## src/rtl/pulse_gen_if.sv

```systemverilog
// rtl/pulse_gen_if.sv - burst request and pulse status bundle for pulse_gen
interface pulse_gen_if #(
    parameter int CNT_WIDTH = 8,
    parameter int LEN_WIDTH = 8
);
    logic                 i_start;
    logic                 i_abort;
    logic [CNT_WIDTH-1:0] i_num;
    logic [LEN_WIDTH-1:0] i_high_len;
    logic [LEN_WIDTH-1:0] i_low_len;
    logic                 o_pulse;
    logic                 o_busy;
    logic                 o_done;
    logic [CNT_WIDTH-1:0] o_sent;

    modport master (
        output i_start, i_abort, i_num, i_high_len, i_low_len,
        input  o_pulse, o_busy, o_done, o_sent
    );

    modport slave (
        input  i_start, i_abort, i_num, i_high_len, i_low_len,
        output o_pulse, o_busy, o_done, o_sent
    );
endinterface

```

## src/rtl/pulse_gen.sv

```systemverilog
// rtl/pulse_gen.sv - pulse burst generator sized for a 16-clock qualified pulse counter
module pulse_gen #(
    parameter int CNT_WIDTH = 8,
    parameter int LEN_WIDTH = 8
) (
    input  logic         i_clk,
    input  logic         i_rst,
    pulse_gen_if.slave   bus
);
    typedef enum logic [1:0] {S_IDLE, S_HIGH, S_LOW, S_DONE} state_t;

    // The downstream counter needs 16 clocks of high to qualify a pulse and
    // at least 2 low clocks to see the gap between pulses.
    localparam logic [LEN_WIDTH:0] MIN_HIGH = (LEN_WIDTH+1)'(16);
    localparam logic [LEN_WIDTH:0] MIN_LOW  = (LEN_WIDTH+1)'(2);
    localparam logic [LEN_WIDTH:0] LEN_ONE  = (LEN_WIDTH+1)'(1);
    localparam logic [CNT_WIDTH-1:0] CNT_ONE = CNT_WIDTH'(1);

    state_t               state_q, state_d;
    logic [LEN_WIDTH:0]   timer_q, timer_d;
    logic [LEN_WIDTH:0]   hc_q, hc_d;
    logic [LEN_WIDTH:0]   lc_q, lc_d;
    logic [CNT_WIDTH-1:0] num_q, num_d;
    logic [CNT_WIDTH-1:0] sent_q, sent_d;

    logic [LEN_WIDTH:0]   high_ext, low_ext, hc_in, lc_in;

    assign high_ext = {1'b0, bus.i_high_len};
    assign low_ext  = {1'b0, bus.i_low_len};
    assign hc_in    = (high_ext < MIN_HIGH) ? MIN_HIGH : high_ext;
    assign lc_in    = (low_ext  < MIN_LOW)  ? MIN_LOW  : low_ext;

    // State, latched burst parameters, phase timer and sent counter
    always_ff @(posedge i_clk) begin
        if (i_rst) begin
            state_q <= S_IDLE;
            timer_q <= '0;
            hc_q    <= '0;
            lc_q    <= '0;
            num_q   <= '0;
            sent_q  <= '0;
        end else begin
            state_q <= state_d;
            timer_q <= timer_d;
            hc_q    <= hc_d;
            lc_q    <= lc_d;
            num_q   <= num_d;
            sent_q  <= sent_d;
        end
    end

    // Next state: timer counts down remaining cycles of the current phase
    always_comb begin
        state_d = state_q;
        timer_d = timer_q;
        hc_d    = hc_q;
        lc_d    = lc_q;
        num_d   = num_q;
        sent_d  = sent_q;
        case (state_q)
            S_IDLE: begin
                if (bus.i_start && !bus.i_abort) begin
                    sent_d = '0;
                    num_d  = bus.i_num;
                    hc_d   = hc_in;
                    lc_d   = lc_in;
                    if (bus.i_num == '0) begin
                        state_d = S_DONE;
                    end else begin
                        state_d = S_HIGH;
                        timer_d = hc_in - LEN_ONE;
                    end
                end
            end
            S_HIGH: begin
                if (bus.i_abort) begin
                    state_d = S_IDLE;
                    timer_d = '0;
                end else if (timer_q == '0) begin
                    // Pulse is complete only once its full high time elapsed
                    sent_d  = sent_q + CNT_ONE;
                    state_d = S_LOW;
                    timer_d = lc_q - LEN_ONE;
                end else begin
                    timer_d = timer_q - LEN_ONE;
                end
            end
            S_LOW: begin
                if (bus.i_abort) begin
                    state_d = S_IDLE;
                    timer_d = '0;
                end else if (timer_q == '0) begin
                    if (sent_q < num_q) begin
                        state_d = S_HIGH;
                        timer_d = hc_q - LEN_ONE;
                    end else begin
                        state_d = S_DONE;
                    end
                end else begin
                    timer_d = timer_q - LEN_ONE;
                end
            end
            S_DONE: begin
                state_d = S_IDLE;
            end
            default: begin
                state_d = S_IDLE;
            end
        endcase
    end

    assign bus.o_pulse = (state_q == S_HIGH);
    assign bus.o_busy  = (state_q == S_HIGH) || (state_q == S_LOW);
    assign bus.o_done  = (state_q == S_DONE);
    assign bus.o_sent  = sent_q;
endmodule

```

## src/flat_wrapper.sv

```systemverilog
// flat-port wrapper written by rule: the top's interface ports become plain ports
module pulse_gen_flat 
#(
    parameter int CNT_WIDTH = 8,
    parameter int LEN_WIDTH = 8
)
  (i_clk, i_rst, bus_i_start, bus_i_abort, bus_i_num, bus_i_high_len, bus_i_low_len, bus_o_pulse, bus_o_busy, bus_o_done, bus_o_sent);
  pulse_gen_if #(.CNT_WIDTH(CNT_WIDTH), .LEN_WIDTH(LEN_WIDTH)) bus_i ();
  input  logic i_clk;
  input  logic i_rst;
  input wire logic [$bits(bus_i.i_start)-1:0] bus_i_start;
  input wire logic [$bits(bus_i.i_abort)-1:0] bus_i_abort;
  input wire logic [$bits(bus_i.i_num)-1:0] bus_i_num;
  input wire logic [$bits(bus_i.i_high_len)-1:0] bus_i_high_len;
  input wire logic [$bits(bus_i.i_low_len)-1:0] bus_i_low_len;
  output wire logic [$bits(bus_i.o_pulse)-1:0] bus_o_pulse;
  output wire logic [$bits(bus_i.o_busy)-1:0] bus_o_busy;
  output wire logic [$bits(bus_i.o_done)-1:0] bus_o_done;
  output wire logic [$bits(bus_i.o_sent)-1:0] bus_o_sent;
  assign bus_i.i_start = bus_i_start;
  assign bus_i.i_abort = bus_i_abort;
  assign bus_i.i_num = bus_i_num;
  assign bus_i.i_high_len = bus_i_high_len;
  assign bus_i.i_low_len = bus_i_low_len;
  assign bus_o_pulse = bus_i.o_pulse;
  assign bus_o_busy = bus_i.o_busy;
  assign bus_o_done = bus_i.o_done;
  assign bus_o_sent = bus_i.o_sent;
  pulse_gen #(.CNT_WIDTH(CNT_WIDTH), .LEN_WIDTH(LEN_WIDTH)) u_core (.i_clk(i_clk), .i_rst(i_rst), .bus(bus_i));
endmodule
```

## config.mk

```make
export PLATFORM = sky130hd
export DESIGN_NAME = pulse_gen_flat
export DESIGN_NICKNAME = d
export VERILOG_FILES = /design/src/rtl/pulse_gen_if.sv /design/src/rtl/pulse_gen.sv /design/src/flat_wrapper.sv
export SDC_FILE = /design/constraint.sdc
export NUM_CORES = 1
export LEC_CHECK = 0
export ABC_AREA = 1
export CORE_UTILIZATION = 60
export DETAILED_ROUTE_END_ITERATION = 16
export HOLD_SLACK_MARGIN = 0.08
export PLACE_DENSITY = 0.85
export SLEW_MARGIN = 20
export SYNTH_ARGS = -nofsm -noshare
export SYNTH_HDL_FRONTEND = slang
export SYNTH_SLANG_ARGS = --single-unit
```

## constraint.sdc

```tcl
create_clock -name i_clk -period 4 [get_ports i_clk]
set_clock_uncertainty 0.15 [all_clocks]
set_input_delay 1 -clock i_clk [delete_from_list [all_inputs] [get_ports i_clk]]
set_output_delay 1 -clock i_clk [all_outputs]
set_load 0.01 [all_outputs]
```

==> results.tsv <==
metric	value	unit
finalNetCount	528	
max_cap_violations	0	
dpl-instance-area	3300	um^2
chipHeight	71.4	um
antenna_found_initial	0	
h-tree-depth	2	
power.ir.vdd_worst	560	uV
grt.met1_usage	41.6	%
crit_type	flip-flop to primary output	
boundaryPins	39	
yosysSeqAreaShare	29.8	%
ys_seq_elements	43	
final_instance_area	3390	um^2
power_per_cell_area	617	nW/um^2
rsz0062_at_grt	false	
timing.final.crit_share	76.3	%
grt_start_max_net_pins	38	
dieWidth	71.4	um
clock_power_share	13.7	%
synth_simple_gate_area_share	33.8	%
pwr-share-comb	56.8	%
hpwl	5620	um
cts_inserted_buffers	5	
routedWlPerCell	14.1	um
fin_total_pwr	0.00209	W
asyncSetResetFlopFracSynth	0	%
synth_compound_gate_area_share	17.0	%
cts-root-buf	clkbuf_8	
cp_max_fo	10	
max_stage_delay_cell_worst_path	clkdlybuf4s50_1	
synthDominantAreaCellType	dfxtp_1	
crit_arrival	1.90	ns
hold_path_class	flip-flop to flip-flop	
post_cts_hold_buffer_count	0	
synth_area_per_cell	6.47	um^2
ys_types	39	
maximum_cell_stage_delay_along_the_critical_path	0.61	ns
drt_iter0_drc	350	
grt.busiest_layer	met2	
cts_setup_buffers	0	
port-buffer-count	38	
power_share_of_the_sequential_group	29.5	%
critPathRequiredTime	2.85	ns
period_needed	3.05	ns
edff_count_synth	0	
timing.fmax	328	MHz
swShare	48.6	%
finalHoldViolations	0	
routed-via-count	3084	
met3_usage_in_global_routing	3.94	%
netlist_top_cells_area	dfxtp_1, nand2_1, a21oi_1, ha_1, inv_1	
slew_violations	0	
initial_utilization	64.2	%
pre_cts_ws	0.902	ns
grt_pass1_vias	2844	
drt_pre_antenna_iters	5	
grt.overflow.total	0	
layout.cells.most_common	nand2_1	
drt_wl_total	7570	um
synth_top_family_by_area	simple AND/OR/NAND/NOR gates	
register_to_register_path_depth	10	
yosysWarnings	0	
worstSetupEndpointType	primary output	
finalSetupViolations	0	
run_status	finished clean	
cp_num_cells	3	
drive_gt1_share	6.60	%
area_delta_synth_final	17.1	%
rows	24	
clkSinkCount	43	
synth_fp_nets	491	
synth-adder-area-share	6.92	%
finalWeightedCongestion	0.985	
smallest_setup_slack_after_layout	0.947	ns
fin_worst_hold_slack	0.315	ns
final.setup.tns	0	ns
clk_transition_reported_paths	0.09	ns
route.detailed.drc	0	
ant_nets	0	
yosys_most_used_dff	dfxtp_1	
synth_xor_xnor_area_share	2.72	%
power_report.internal_total	0.00107	W
groute.usage.overall	31.6	%
synthCells	447	
cts.path.max_buffers	2	
core_region_area	4500	um^2
crit_chain	inv_1, ha_1, clkdlybuf4s50_1	
tightest_slew	0.568	ns
critical_path.startpoint_type	flip-flop	
clock_tree_from_tritoncts	done	
antenna_cells_inserted	0	
most-common-layout-cells	nand2_1, inv_1, nor2_1	
power.switching	0.00102	W
grt_first_pass_wirelength	12700	um
cp_num_buf_inv	2	
p_leak	1.50	nW
max_slew_margin	62.1	%
synthMuxAreaShare	0	%
worst_hold_path.num_cells	2	
detail_route.vias_per_cell	5.74	
mappedNetlistArea	2890	um^2
synth_top_area_share	29.8	%
cts_resized	0	
global_route.usage.met2	51.3	%
floorplan.die_area	5100	um^2
clock_latency	0.31	ns
cp_top_family	buffers and inverters	
[worst min-delay path: stages, from the launching register on]
cell	delay [ns]
dfxtp_1	0.31
inv_1	0.06
a21oi_1	0.06
[synth_stat cells (4+ instances only)]
library cell	count
xor2_1	6
clkbuf_1	4
buf_2	4
dfxtp_1	43
ha_1	16
a21oi_1	43
nor3_1	6
o21ai_1	9
nor2_1	51
nand3_1	28
nand2_1	103
inv_1	52
o21ai_0	35
inv_2	4
nand4_1	5
[worst paths after layout]
check | start | end | slack, ns
setup / recovery | u_core.state_q[0]$_SDFFE_PP0P_ | bus_o_busy | 0.95
hold / removal | u_core.num_q[6]$_SDFFE_PP0P_ | u_core.num_q[6]$_SDFFE_PP0P_ | 0.31
setup reg to reg | u_core.state_q[0]$_SDFFE_PP0P_ | u_core.timer_q[6]$_SDFFE_PP0P_ | 1.84
hold reg to reg | u_core.num_q[6]$_SDFFE_PP0P_ | u_core.num_q[6]$_SDFFE_PP0P_ | 0.31
[metal layers]
metal / wire (um) / share of wire [%]
met4: 216 / 2.9
met1: 3240 / 43
met2: 3520 / 47
met5: 0 / 0
met3: 589 / 7.8
[cells by family (layout without fill, tap and decap cells)]
kind of cell / Yosys count / in the layout
XOR/XNOR: 9 / 9
AND/OR/NAND/NOR: 214 / 214
buffers and inverters: 70 / 108
adder cells (fa/ha/maj): 16 / 16
flip-flops: 43 / 43
AO/OA/AOI/OAI: 95 / 95
[power by group through the flow]
| stage | clock, W | combinational (W) | sequential, W |
|---|---|---|---|
| 5_1_grt | 0.000303 | 0.00133 | 0.000628 |
| 3_5_place_dp | 0 | 0.00114 | 0.000623 |
| 2_1_floorplan | 0 | 0.000918 | 0.000600 |
| 3_3_place_gp | 0 | 0.00113 | 0.000621 |
| 6_report | 0.000287 | 0.00119 | 0.000617 |
| 4_1_cts | 0.000284 | 0.00116 | 0.000613 |
[flip-flops by register name, indices dropped and copies added, names as in the netlist]
| name | flops |
|---|---|
| u_core.bus.o_sent | 8 |
| u_core.hc_q | 8 |
| u_core.lc_q | 8 |
| u_core.num_q | 8 |
| u_core.state_q | 2 |
| u_core.timer_q | 9 |
[area by class of cell]
cell class                 count  area [um^2]
sequential                    43          861
clock buffer                   6         72.6
multi-input combinational    334         1750
clock inverter                 2         12.5
inverter                      58          218
timing repair buffer          42          410
fill                         379         1120
tap                           52         65.1
[per-stage QoR]
stage          util, %  std cells
2_1_floorplan        -        447
6_report          75.2        537
4_1_cts           75.2        537
3_5_place_dp      73.3        529
5_1_grt           75.2        537
3_3_place_gp      73.3        529
Note: power is estimated with default switching activity, not from simulation.
